## src/rtl/exu_csr_ctrl.sv

```systemverilog
// CSR instruction sequencer: serialises one CSR op behind older work, registers the CSR read,
// then drives the CSR execute unit until write-back accepts. Flush squashes the op at any point.
//
// state   | meaning
// S_IDLE  | waiting for dispatch, ready when not flushing
// S_DRAIN | waiting for older instructions to retire, timeout counter running
// S_READ  | CSR read address stable, read data sampled at end of cycle
// S_EXEC  | request to CSR unit, stalls until WB accepts rd write
module exu_csr_ctrl #(
    parameter int DATA_W    = 32,
    parameter int ADDR_W    = 32,
    parameter int RADDR_W   = 5,
    parameter int CID_W     = 3,
    parameter int DRAIN_MAX = 255
) (
    input  logic               clk,
    input  logic               rst,
    input  logic               disp_valid_i,
    output logic               disp_ready_o,
    input  logic [ADDR_W-1:0]  disp_csr_addr_i,
    input  logic [DATA_W-1:0]  disp_op1_i,
    input  logic [2:0]         disp_op_i,
    input  logic               disp_csr_we_i,
    input  logic               disp_reg_we_i,
    input  logic [RADDR_W-1:0] disp_reg_waddr_i,
    input  logic [CID_W-1:0]   disp_cid_i,
    input  logic               older_busy_i,
    input  logic               flush_i,
    output logic [ADDR_W-1:0]  csr_raddr_o,
    input  logic [DATA_W-1:0]  csr_rdata_i,
    output logic               req_csr_o,
    output logic [DATA_W-1:0]  csr_op1_o,
    output logic               csr_csrrw_o,
    output logic               csr_csrrs_o,
    output logic               csr_csrrc_o,
    output logic [DATA_W-1:0]  csr_rdata_o,
    output logic               csr_we_o,
    output logic [ADDR_W-1:0]  csr_waddr_o,
    output logic               csr_reg_we_o,
    output logic [RADDR_W-1:0] reg_waddr_o,
    output logic [CID_W-1:0]   commit_id_o,
    input  logic               wb_ready_i,
    output logic               busy_o,
    output logic               drain_timeout_o
);

    localparam int CNT_W = $clog2(DRAIN_MAX + 1);
    localparam logic [CNT_W-1:0] CNT_MAX = CNT_W'(DRAIN_MAX);
    localparam logic [CNT_W-1:0] CNT_TC  = CNT_W'(DRAIN_MAX - 1);

    typedef enum logic [1:0] {
        S_IDLE  = 2'd0,
        S_DRAIN = 2'd1,
        S_READ  = 2'd2,
        S_EXEC  = 2'd3
    } state_t;

    state_t               state_q, state_d;
    logic [CNT_W-1:0]     cnt_q, cnt_d;
    logic [ADDR_W-1:0]    addr_q, addr_d;
    logic [DATA_W-1:0]    op1_q, op1_d;
    logic [2:0]           op_q, op_d;
    logic                 csr_we_q, csr_we_d;
    logic                 reg_we_q, reg_we_d;
    logic [RADDR_W-1:0]   rd_q, rd_d;
    logic [CID_W-1:0]     cid_q, cid_d;
    logic [DATA_W-1:0]    rdata_q, rdata_d;

    logic accept;
    logic op_onehot;
    logic commit;
    logic in_exec;
    logic live;

    always_comb begin
        live         = ~rst;
        in_exec      = (state_q == S_EXEC);
        commit       = ~reg_we_q | wb_ready_i;
        disp_ready_o = (state_q == S_IDLE) & ~flush_i & live;
        accept       = disp_valid_i & disp_ready_o;
        op_onehot    = (disp_op_i == 3'b001) | (disp_op_i == 3'b010) | (disp_op_i == 3'b100);
    end

    always_comb begin
        state_d  = state_q;
        cnt_d    = cnt_q;
        addr_d   = addr_q;
        op1_d    = op1_q;
        op_d     = op_q;
        csr_we_d = csr_we_q;
        reg_we_d = reg_we_q;
        rd_d     = rd_q;
        cid_d    = cid_q;
        rdata_d  = rdata_q;

        if (flush_i) begin
            state_d = S_IDLE;
            cnt_d   = '0;
        end else begin
            case (state_q)
                S_IDLE: begin
                    cnt_d = '0;
                    if (accept) begin
                        state_d  = S_DRAIN;
                        addr_d   = disp_csr_addr_i;
                        op1_d    = disp_op1_i;
                        op_d     = disp_op_i;
                        // malformed op decode must never reach the CSR file as a write
                        csr_we_d = disp_csr_we_i & op_onehot;
                        reg_we_d = disp_reg_we_i;
                        rd_d     = disp_reg_waddr_i;
                        cid_d    = disp_cid_i;
                    end
                end
                S_DRAIN: begin
                    if (!older_busy_i) begin
                        state_d = S_READ;
                        cnt_d   = '0;
                    end else if (cnt_q != CNT_MAX) begin
                        cnt_d = cnt_q + CNT_W'(1);
                    end
                end
                S_READ: begin
                    rdata_d = csr_rdata_i;
                    state_d = S_EXEC;
                end
                S_EXEC: begin
                    if (commit) begin
                        state_d = S_IDLE;
                    end
                end
                default: state_d = S_IDLE;
            endcase
        end
    end

    always_ff @(posedge clk) begin
        if (rst) begin
            state_q  <= S_IDLE;
            cnt_q    <= '0;
            addr_q   <= '0;
            op1_q    <= '0;
            op_q     <= '0;
            csr_we_q <= 1'b0;
            reg_we_q <= 1'b0;
            rd_q     <= '0;
            cid_q    <= '0;
            rdata_q  <= '0;
        end else begin
            state_q  <= state_d;
            cnt_q    <= cnt_d;
            addr_q   <= addr_d;
            op1_q    <= op1_d;
            op_q     <= op_d;
            csr_we_q <= csr_we_d;
            reg_we_q <= reg_we_d;
            rd_q     <= rd_d;
            cid_q    <= cid_d;
            rdata_q  <= rdata_d;
        end
    end

    // outputs forced low during reset so a mid-operation reset cannot emit a write
    always_comb begin
        busy_o          = (state_q != S_IDLE) & live;
        req_csr_o       = in_exec & live;
        csr_raddr_o     = (live && state_q != S_IDLE) ? addr_q : '0;
        csr_reg_we_o    = in_exec & reg_we_q & ~flush_i & live;
        csr_we_o        = in_exec & csr_we_q & commit & ~flush_i & live;
        drain_timeout_o = (state_q == S_DRAIN) & older_busy_i & ~flush_i & (cnt_q == CNT_TC) & live;
        csr_op1_o       = live ? op1_q : '0;
        csr_csrrw_o     = op_q[0] & live;
        csr_csrrs_o     = op_q[1] & live;
        csr_csrrc_o     = op_q[2] & live;
        csr_rdata_o     = live ? rdata_q : '0;
        csr_waddr_o     = live ? addr_q : '0;
        reg_waddr_o     = live ? rd_q : '0;
        commit_id_o     = live ? cid_q : '0;
    end

endmodule

```

## config.mk

```make
export PLATFORM = sky130hd
export DESIGN_NAME = exu_csr_ctrl
export DESIGN_NICKNAME = d
export VERILOG_FILES = /design/src/rtl/exu_csr_ctrl.sv
export SDC_FILE = /design/constraint.sdc
export NUM_CORES = 1
export LEC_CHECK = 0
export ABC_CLOCK_PERIOD_IN_PS = 2200
export CAP_MARGIN = 20
export CORE_MARGIN = 2
export CORE_UTILIZATION = 35
export DETAILED_ROUTE_END_ITERATION = 10
export PLACE_DENSITY = 0.78
export RECOVER_POWER = 50
export REMOVE_ABC_BUFFERS = 1
export SYNTH_ARGS = -nofsm -noshare
export SYNTH_HDL_FRONTEND = slang
export SYNTH_SLANG_ARGS = --single-unit
```

## constraint.sdc

```tcl
create_clock -name clk -period 2.2 [get_ports clk]
set_input_delay 0.22 -clock clk [delete_from_list [all_inputs] [get_ports clk]]
set_output_delay 0.22 -clock clk [all_outputs]
set_load 0.02 [all_outputs]
```

After elaboration in Yosys (flattened, before gate mapping). Index checks and enable logic that the tools add are counted.

Word-level logic and storage cells: 71. Bits of input ports: 115. Register bits: 119.

Bitwise gates (word level): 26. Equality and inequality tests: 12. Add/sub/neg operators: 1. Muxes and demuxes: 13. Reduce and logical (&&, ||, !) cells: 9.

Operators with widths (number): $mux 32 (4); $and 1x1->1 (20); $mux 8 (2); $pmux 8 s2 (1); $add 8x1->8 const B (1); $eq 8x8->1 const B (1); $ne 8x8->1 const B (1); $pmux 2 s4 (1); $mux 2 (3); $ne 2x2->1 const B (3); $reduce_and 3->1 (2); $mux 5 (1); $eq 2x2->1 const B (2); $reduce_and 2->1 (2); $reduce_bool 2->1 (2); $eq 3x1->1 const B (1); $eq 3x2->1 const B (1); $eq 3x3->1 const B (1); $mux 3 (1); $ne 3x3->1 const B (1); $not 1->1 (3); $or 1x1->1 (3); $eq 2x1->1 const B (1); $logic_not 2->1 (1); 2 further kinds (2).

Logic depth before layout (Yosys ltp).
Depth in word-level cells: 6. Gate-level depth with buffers: 8. Mapped depth without buffers: 6.

Worst setup path before layout. OpenSTA, ideal clock, no wires.

Path kind: reg-to-reg. Start: reg state_q[0]. End: reg cnt_q[4]. Arrival time: 1721 ps. Buffers on the path: 0. Clock period less this slack: 1780 ps. Setup slack: 420 ps. Library setup time: 59 ps. Cell stages (with the launch flop): 7. Path through: dfxtp_1 > inv_1 > ha_1 > or2_4 > a21o_4 > or4_1 > nand2_1.

Cells in the longest elaborated chain, start to end: 3. Elaborated cells between the ends (all ways): 6.

RTL lines: start, declared (line 58) `state_t state_q, state_d;`; start signal, assigned (line 150) `state_q <= state_d;`; $eq 2x1->1 / $logic_not 2->1 (equally long branches) (line 100) `case (state_q)`; $ne 3x3->1 (no line) / $reduce_bool 2->1 (equally long branches); $reduce_and 2->1 (no line); end signal, assigned (line 151) `cnt_q <= cnt_d;`; end, declared (line 59) `logic [CNT_W-1:0] cnt_q, cnt_d;`.

Several ways; a longest one is shown, not always the timed one. A chain may end at the register's enable or synchronous reset.

Worst setup path in the final report.
Start: reg state_q[0]. End: out csr_raddr_o[24].

Cells in the longest elaborated chain, start to end: 3.

RTL lines: $reduce_bool 2->1 (line 167) `csr_raddr_o = (live && state_q != S_IDLE) ? addr_q : '0;`; $logic_and 1x1->1 (line 167); $mux 32 (line 167); end, declared (line 29) `output logic [ADDR_W-1:0] csr_raddr_o,`.

Every way passes these cells.

==> results.md <==
- Measured slew at the worst slew-check pin: 0.665 ns
- Mean Syn Cell Area: 7.53 µm²
- GPL Wtd Cong: 0.786
- Internal power: 4.48 mW
- Layout cells sized above 1: 8.22%
- Outcome: complete, no violations
- Leak: 3.13 nW
- Syn. warnings: 0
- Final ANT Viol Nets: 0
- Via/cell ratio: 4.66
- Max-cap violations: 0
- FF+latch count, synth: 119
- Startpoint types: flip-flop
- Max VDD drop: 0.450 mV
- Power per cell area: 664 nW/µm²
- RSZ-0062 raised after global routing: yes
- HPWL after detailed placement: 11000 µm
- Number of flops mapped to enable cells by yosys: 0
- Iter 0 DRT Violations: 299
- Crit path time final: 2.12 ns
- Worst-path maximum fanout: 24
- Number of I/O pins: 260
- Row cnt: 44
- Post-Syn Area: 5290 µm²
- Sequential power share: 39.2%
- Finished Cell Area: 8600 µm²
- Clk sinks: 119
- Area grow syn2layout: 62.4%
- Die Span X: 127 µm
- Post-route setup slack: 0.0834 ns
- Fin cells: 1145
- Global route total overflow: 0
- Yosys cell types: 38
- Max-slew violation count: 0
- Primary FF master, synth: dfxtp_1
- Setup crit end kind: output port
- Clock share of power: 50.5%
- Sequential-to-total area share from yosys stat: 45.0%
- Initial antenna violation count: 0
- Initial core utilization: 36.2%
- Final setup viols: 0
- Sw power: 1.23 mW
- Async S/R FF share, synth: 0%
- DRC violation count after routing: 0
- Crit path DAT: 1.90 ns
- First-pass GRT wire length: 24900 µm
- Finished Core Util: 58.7%
- Logic pwr share: 10.3%
- Die area: 16100 µm²
- H-tree depth: 4
- Via count: 5339
- CTS max path bufs: 2
- F_max: 0.472 GHz
- Port bufs: 259
- Largest net degree at the start of global routing: 97
- Pre-Repair DR Iteration Count: 4
- Clock Skew: 0.00454 ns
- Hold Crit Class: input pin to flip-flop
- WP data required: 1.98 ns
- Root Buffer: clkbuf_16
- Nets: 1069
- Synth Instances: 703
- Slew margin rel.: 55.7%
- Post-CTS Hold Fix Bufs: 0
- DR WL/cell: 13.7 µm
- Placed cell area: 8110 µm²
- Inst Count DP: 1113
- Post-route fraction of the period consumed by the critical path: 96.2%
- DIE HEIGHT: 127 µm
- Core area: 14600 µm²
- GRT Util Overall: 19.2%
- Antenna cell count: 0
- Clk slew on worst S/H paths: 0.05 ns
- Sw Ratio: 21.5%
- Pre-CTS WS: 0.126 ns
- Via count of the first global-routing pass: 5053
- Tot Pwr: 5.71 mW
- Routed WL: 15600 µm
- CTS tree: yes
- TritonCTS Buffers: 17
- Clock insertion delay at the later pin of the skew report: 0.41 ns
- WS Path Type: flip-flop to output port
- Final-report hold violation count: 0
==> power by group through the flow <==
stage                     Clock, mW  Sequential (mW)  Combinational [mW]
after global routing           3.06             2.25               0.638
after detailed placement          0             2.28               0.591
after CTS                      2.95             2.24               0.593
after global placement            0             2.28               0.586
final                          2.88             2.24               0.588
after floorplan                   0             2.27               0.192
==> final timing paths <==
kind / startpoint / end / slack [ns] / cells after the start
min: rst / addr_q[19]$_SDFFE_PP0P_ / 0.05 / 2
min reg2reg: op1_q[10]$_SDFFE_PP0P_ / op1_q[10]$_SDFFE_PP0P_ / 0.45 / 2
max: state_q[0]$_SDFFE_PP0P_ / csr_raddr_o[24] / 0.08 / 6
max reg2reg: state_q[0]$_SDFFE_PP0P_ / cnt_q[4]$_SDFFE_PP0P_ / 0.22 / 7
==> timing repair <==
action / 4_1_cts / 5_1_grt
setup endpoints to repair: 34 / 33
resized for setup: 35 / 59
setup buffers: 0 / 0
endpoints found under the hold margin: 0 / 0
==> placed cells by master (no fill, tap or decap), types with 2 or more instances in the layout <==
cell type        count
xor2_1               2
clkbuf_2            26
nor2_1               3
bufinv_16            4
and2_1              32
clkdlybuf4s15_1      7
dfxtp_1            119
o211ai_1             2
buf_6                3
buf_4               11
clkbuf_16           17
clkbuf_1             4
or4_1                3
clkbuf_8             2
o31ai_1              3
nor2_2               2
nand4_1              3
o21ai_0              3
clkdlybuf4s50_1    223
o41ai_1              2
nand2_1            223
ha_1                 6
inv_1                5
clkinv_2             4
nand3_1              3
a21oi_1            114
and3_1               2
buf_12               4
nor2b_1            109
dlygate4sd2_1        2
==> final cells by class <==
type	instances	area, µm²
Clock buffer	23	468
Inverter	5	18.8
Timing Repair Buffer	277	2660
Multi-Input combinational cell	528	2690
Fill cell	1322	6050
Tap cell	184	230
Clock inverter	9	148
Sequential cell	119	2380
==> state kept, by name, indices dropped and copies added (netlist names) <==
signal / count
cnt_q: 8
addr_q: 32
state_q: 2
cid_q: 3
op1_q: 32
reg_we_q: 1
rd_q: 5
op_q: 3
csr_we_q: 1
rdata_q: 32
==> cell families after synthesis <==
kind of cell | after synthesis | synth area share, %
simple gates | 389 | 35.3
compound gates | 129 | 13.3
flops | 119 | 45.0
buf+inv | 56 | 4.25
fa+ha+maj | 6 | 1.42
xor+xnor | 3 | 0.496
mux | 1 | 0.189
==> metal layers <==
layer  up-vias  wire length, µm  GRT usage [%]
li1       2734                -              -
met1      2395             6370           21.3
met4         0              218           6.53
met2       192             7410           32.5
met3        18             1640           9.05
met5         -                0              0
==> cell usage after synthesis, drive strengths merged (2+ instances only) <==
library cell  instances  area (µm²)
and2                 33         208
o31ai                 4        43.8
nor2                  5        21.3
a21oi               114         571
o21ai                 3        15.0
nand3                 4        20.0
or4                   3        22.5
clkbuf               35         131
nand2               223         837
ha                    6        75.1
nor2b               109         682
and3                  2        13.8
or2                   2        15.0
inv                   5        18.8
xor2                  2        17.5
o41ai                 2        17.5
buf                  16        75.1
nand4                 3        18.8
dfxtp               119        2380
o211ai                2        15.0
==> worst max-delay path, cell delays in order (launching register included) <==
cell	delay (ns)
dfxtp_1	0.35
inv_1	0.09
ha_1	0.23
nor2_2	0.16
buf_6	0.21
and2_1	0.15
clkdlybuf4s15_1	0.29
==> metrics by stage <==
stage	hold slack, ns	TNS [ns]
global route	0.0355	-0.0592
CTS	0.0250	0
floorplan	0.289	-20.89
finish	0.0486	0
detailed placement	0.442	0
global placement	0.437	0
Power figures use the tool's default switching activity.
